File: config.mk
export PLATFORM = sky130hd
export DESIGN_NAME = crc_lane_feeder
export DESIGN_NICKNAME = d
export VERILOG_FILES = /design/src/rtl/crc_lane_feeder.sv
export SDC_FILE = /design/constraint.sdc
export NUM_CORES = 1
export LEC_CHECK = 0
export CORE_ASPECT_RATIO = 1.1
export CORE_UTILIZATION = 48
export DETAILED_ROUTE_END_ITERATION = 7
export PLACE_DENSITY_LB_ADDON = 0.25
export SLEW_MARGIN = 40
export SYNTH_ARGS = -nofsm -noshare
export SYNTH_HDL_FRONTEND = slang
export SYNTH_SLANG_ARGS = --single-unit
File: constraint.sdc
create_clock -name clk -period 2.2 [get_ports clk]
set_input_delay 0.33 -clock clk [delete_from_list [all_inputs] [get_ports clk]]
set_output_delay 0.33 -clock clk [all_outputs]
set_load 0.005 [all_outputs]
File: src/rtl/crc_lane_feeder.sv
// Feeds one message word per frame to the parallel CRC stage, MSB-first as LANES-bit groups,
// followed by zero pad groups, with first/last markers for the CRC to clear and latch its state.
module crc_lane_feeder #(
    parameter int MSG_W = 9,
    parameter int LANES = 3,
    parameter int PAD_W = 9
) (
    input  logic             clk,
    input  logic             reset,
    input  logic [MSG_W-1:0] msg_in,
    input  logic             msg_valid,
    output logic             msg_ready,
    input  logic             lane_hold,
    output logic [LANES-1:0] lane_out,
    output logic             lane_valid,
    output logic             lane_first,
    output logic             lane_last
);

    localparam int MB = MSG_W / LANES;
    localparam int PB = PAD_W / LANES;
    localparam int TB = MB + PB;
    localparam int CW = (TB + 1 > 2) ? $clog2(TB + 1) : 1;

    localparam logic [CW-1:0] MB_C      = CW'(MB);
    localparam logic [CW-1:0] LAST_C    = CW'(TB - 1);
    localparam logic [CW-1:0] CNT_ONE_C = CW'(1);

    typedef enum logic [0:0] {
        IDLE = 1'b0,
        SEND = 1'b1
    } state_t;

    state_t           state_r;
    state_t           state_s;
    logic [MSG_W-1:0] sr_r;
    logic [MSG_W-1:0] sr_s;
    logic [CW-1:0]    cnt_r;
    logic [CW-1:0]    cnt_s;
    logic             last_beat_s;

    // Output decode: lane outputs come only from registered state; msg_ready also sees lane_hold.
    always_comb begin
        msg_ready   = 1'b0;
        lane_valid  = 1'b0;
        lane_first  = 1'b0;
        lane_last   = 1'b0;
        lane_out    = {LANES{1'b0}};
        last_beat_s = (cnt_r == LAST_C);
        case (state_r)
            IDLE: begin
                msg_ready = 1'b1;
            end
            SEND: begin
                lane_valid = 1'b1;
                lane_first = (cnt_r == {CW{1'b0}});
                lane_last  = last_beat_s;
                msg_ready  = last_beat_s & ~lane_hold;
                if (cnt_r < MB_C) begin
                    lane_out = sr_r[MSG_W-1 -: LANES];
                end else begin
                    lane_out = {LANES{1'b0}};
                end
            end
            default: begin
                msg_ready = 1'b0;
            end
        endcase
    end

    // Next-state logic: load on accept, shift one group per unheld beat, reload on the last beat.
    always_comb begin
        state_s = state_r;
        sr_s    = sr_r;
        cnt_s   = cnt_r;
        case (state_r)
            IDLE: begin
                if (msg_valid) begin
                    state_s = SEND;
                    sr_s    = msg_in;
                    cnt_s   = {CW{1'b0}};
                end else begin
                    state_s = IDLE;
                end
            end
            SEND: begin
                if (lane_hold) begin
                    state_s = SEND;
                end else if (last_beat_s) begin
                    if (msg_valid) begin
                        state_s = SEND;
                        sr_s    = msg_in;
                        cnt_s   = {CW{1'b0}};
                    end else begin
                        state_s = IDLE;
                        sr_s    = sr_r << LANES;
                        cnt_s   = cnt_r + CNT_ONE_C;
                    end
                end else begin
                    state_s = SEND;
                    sr_s    = sr_r << LANES;
                    cnt_s   = cnt_r + CNT_ONE_C;
                end
            end
            default: begin
                state_s = IDLE;
            end
        endcase
    end

    // State registers with synchronous reset taking priority over any accept.
    always_ff @(posedge clk) begin
        if (reset) begin
            state_r <= IDLE;
            sr_r    <= {MSG_W{1'b0}};
            cnt_r   <= {CW{1'b0}};
        end else begin
            state_r <= state_s;
            sr_r    <= sr_s;
            cnt_r   <= cnt_s;
        end
    end

endmodule
## After elaboration in Yosys (flattened, before gate mapping)

Cells that the tools add are included.

- Bits in latches: 0
- Memories kept: 0
- Bits in writable memories: 0
- Output and inout bits: 7
- Register bits: 13
- Logic and storage cells: 33
- Bits in read-only memories: 0

- $add $sub $neg: 1
- Multiplexer cells: 20
- Magnitude comparators: 1
- Divide/modulo/power cells: 0
- Bitwise logic cells: 3
- Reductions and logical operators: 2
- Eq/ne operators: 3
- Shift-type cells: 0
- Multiply operators: 0

Operators with widths:

| kind | count |
|---|---|
| two-way mux 9 bit | 4 |
| two-way mux 3 bit | 6 |
| one-hot mux 9 bit (2 select lines) | 1 |
| two-way mux 1 bit | 6 |
| one-hot mux 3 bit (2 select lines) | 1 |
| inequality test 2 bit (second input constant) | 2 |
| one-hot mux 1 bit (2 select lines) | 2 |
| adder 3 x 1 -> 3 bit (second input constant) | 1 |
| equality test 3 bit (second input constant) | 1 |
| logical NOT 3 bit | 1 |
| less-than comparator 3 x 2 -> 1 bit (second input constant) | 1 |
| inverter 1 bit | 2 |
| AND reduction 2 bit | 1 |
| bitwise AND 1 bit | 1 |

## Depth between registers and ports, before layout

- Depth after elaboration: 5
- Gate-level depth with buffers: 5
- Gate-level depth less buffers: 5

## Least setup slack after synthesis

Ideal clock, no wire load.

- Kind: reg2reg
- Start point: register cnt_r[1]
- End point: register cnt_r[0]
- Path slack: 815 ps
- Cell stages (with the launch flop): 6
- Setup time: 70 ps
- Data required time: 2130 ps
- Arrival: 1314 ps
- Buffers on the path: 0
- Clock period less this slack: 1385 ps
- Cells stage by stage: dfxtp_1 -> inv_1 -> ha_1 -> and3_1 -> or4_1 -> a21oi_1

- Longest elaborated chain between the ends: 4

RTL lines:

| item | line | text |
|---|---|---|
| from (decl) | 38 | `logic [CW-1:0] cnt_r;` |
| from (signal assigned) | 116 | `cnt_r <= {CW{1'b0}};` |
| from (signal assigned) | 120 | `cnt_r <= cnt_s;` |
| equality test 3 bit | 49 | `last_beat_s = (cnt_r == LAST_C);` |
| two-way mux 3 bit | 89 | `end else if (last_beat_s) begin` |
| two-way mux 3 bit | 87 | `if (lane_hold) begin` |
| one-hot mux 3 bit (2 select lines) | 76 | `case (state_r)` |

No other way between the ends. The select of a mux whose other input is x is not followed.
A chain may end at the register's enable or synchronous reset.

## Worst setup path after layout

- Start point: register cnt_r[0]
- End point: output msg_ready

- Longest elaborated chain between the ends: 3

RTL lines:

| item | line | text |
|---|---|---|
| equality test 3 bit | 49 |  |
| bitwise AND 1 bit | 58 | `msg_ready = last_beat_s & ~lane_hold;` |
| one-hot mux 1 bit (2 select lines) | 50 | `case (state_r)` |
| to (decl) | 12 | `output logic msg_ready,` |

No other way between the ends.

==> results.yml <==
detailed_routing:
  dr.pass1.iters: 5
  drc: 0
  routed_wl_mm: 1.52
  vias: 687
  wl_per_cell_um: 13.1
  viasPerCell: 5.92
  initialDrtViolationCount: 29
  ant_nets: 0
clocking:
  cts.clk_slew.worst_paths_ps: 80
  clkSinkCount: 13
  clock_path_buffers: 2
  cts_buffers: 3
  root_buffer: "clkbuf_4"
  hold_buffers: 0
  cts_max_level: 1
  cts_resized: 0
  cts_setup_buffers: 0
  cts_tree: "done"
  clk_latency_ps: 280
synth:
  ys_warn_count: 0
  avgSynthCellArea_um2: 8.48
  synth_edf_count: 0
  synthesis.area_um2: 687
  synth_cells: 81
  syn_nets: 97
  synth-seq-cells: 13
  yosysSeqAreaShare: 0.379
  synth_area_leaders: "dfxtp_1, a21oi_1, a311oi_1"
  ys_async_sr_fraction: 0
  synth_top_cell_by_area: "dfxtp_1"
  synth_ff_type: "dfxtp_1"
  ys_types: 22
  yosys.area.top_type_share: 0.379
worst_setup_path:
  cpMaxStageDelayCell: "clkdlybuf4s50_1"
  reg2reg_slack_ps: 640
  reg2reg_to: "cnt_r[0]"
  required_ps: 1870
  cp_cell_sequence: "ha_1, nand3b_1, nand2_1, clkdlybuf4s50_1"
  criticalPathCategory: "flop to primary output"
  worstPathMaxFanout: 6
  startpoint_type: "flop"
  r2r_cells: 5
  slowest_delay_ps: 500
  end_kind: "primary output"
  crit_arrival_ps: 1720
  r2r_start: "cnt_r[1]"
pwr:
  clockPowerShare: 0.296
  p_sw_frac: 0.263
  p_comb_frac: 0.192
  ir_drop_mv: 0.417
  powerDensity_nw_per_um2: 564
  p_switching_uw: 133
  finalPower_uw: 508
  power.internal_uw: 374
  leakagePower_nw: 0.337
  p_seq_frac: 0.512
global_routing:
  grt_usage: 0.202
  grt_pass1_vias: 544
  grt_pass1_wl_mm: 2.39
  overflow: 0
  antenna_found_initial: 0
  grt_start_max_net_pins: 18
worst_hold_path:
  min_from: "sr_r[1]"
  hold_path_end: "sr_r[1]"
  min_delay_path_depth: 1
  hp-class: "flop to flop"
job:
  drv_cap: 0
sta:
  tightest_slew_ps: 421
  skew_ps: 2.75
  hold_viol_final: 0
  rsz0062_at_grt: "no"
  post-route-period-util: 0.934
  slew_headroom: 0.718
  slew_viol_final: 0
  report.final.setup_viol: 0
  period_needed_ps: 2050
  tns_ps: 0
  maxClockFrequency_mhz: 487
final_layout:
  fillers: 97
  seq_area_um2: 260
  diodes: 0
  fin_nets: 118
  synthToLayoutAreaGrowth_pct: 31.0
  multi_input_comb_area_um2: 382
  drive_gt1_frac: 0.0495
floorplanning:
  die-area_um2: 1590
  num_rows: 13
  fp.dieH_um: 41.7
  core_um2: 1250
  initial_core_util: 0.548
  die_w_um: 38.1
  io_pins: 20
placement:
  place_hpwl_mm: 1.09
  port_buffers: 19
  gp_congestion: 0.877
status:
  status: "complete, no violations"
==> synth_stat cells, types with 3 or more instances <==
cell / n
ha_1: 3
and2_1: 4
a22o_1: 3
nand3_1: 7
o21ai_0: 8
nor2_1: 4
a21oi_1: 12
dfxtp_1: 13
a311oi_1: 6
inv_1: 4
==> layout by cell type (no fill, tap or decap), drive strengths merged, types with 2 or more instances in the layout <==
cell type | netlist | final
dfxtp | 13 | 13
nand2 | 2 | 2
clkdlybuf4s50 | 0 | 19
nand2b | 2 | 2
ha | 3 | 3
nand3 | 7 | 7
and2 | 4 | 4
and3 | 2 | 2
a22o | 3 | 3
a21oi | 12 | 12
a311oi | 6 | 6
o21ai | 8 | 8
nor2 | 4 | 4
inv | 4 | 4
clkbuf | 2 | 4
==> worst max-delay path by stage <==
stage | end | slack [ps] | start | cells after the start
floorplan | cnt_r[0] | 820 | cnt_r[1] | 5
global placement | msg_ready | 280 | lane_hold | 4
detailed placement | msg_ready | 260 | lane_hold | 4
CTS | lane_out[2] | 160 | cnt_r[2] | 4
global route | msg_ready | 90 | cnt_r[0] | 4
finish | msg_ready | 150 | cnt_r[0] | 4
==> critical path, delay by kind of cell, from the launching register on <==
family,cells,cell delay [ps]
flops,1,420
fa+ha+maj,1,260
buf+inv,1,500
simple gates,2,260
==> area by class of cell <==
cell class | count | share of cell area
clock buffer | 4 | 0.0292
inverter | 4 | 0.0167
multi-input combinational | 60 | 0.424
sequential | 13 | 0.289
tap | 15 | 0.0209
timing repair buffer | 20 | 0.220
==> power by group through the flow <==
| stage | logic [mW] | registers [mW] | clock network [mW] |
|---|---|---|---|
| floorplan | 0.0554 | 0.263 | 0 |
| global placement | 0.0953 | 0.265 | 0 |
| detailed placement | 0.0972 | 0.265 | 0 |
| CTS | 0.0976 | 0.260 | 0.148 |
| global route | 0.108 | 0.261 | 0.158 |
| finish | 0.0975 | 0.260 | 0.150 |
==> flip-flops by register name, summed over array words and instances (netlist names) <==
name     flops
state_r      1
cnt_r        3
sr_r         9
==> routing by layer <==
layer  wire length, um  track usage  share of wire  vias to the layer above
met5                 0            0              0                        -
met4                 6       0.0429         0.0039                        0
met3               125       0.0481          0.082                        2
met2               701        0.298           0.46                       32
met1               685        0.295           0.45                      311
li1                  -            -              -                      342
==> logic make-up (layout without fill, tap and decap cells) <==
logic type / count (synthesis) / after routing / share of synthesized area
compound gates: 31 / 31 / 0.284
fa+ha+maj: 3 / 3 / 0.0547
buf+inv: 8 / 28 / 0.0656
flops: 13 / 13 / 0.379
simple gates: 26 / 26 / 0.217
==> per-stage QoR <==
step                cell area, um2   util  worst slack, ps  hold WS (ps)  instances
floorplan                      687      -              815           428         81
global placement               873  0.697              281           462        112
detailed placement             873  0.697              259           473        112
CTS                            900  0.718              160           492        116
global route                   900  0.718             87.4           507        116
finish                         900  0.718              146           487        116
No activity file was read; power rests on OpenSTA's default activity.
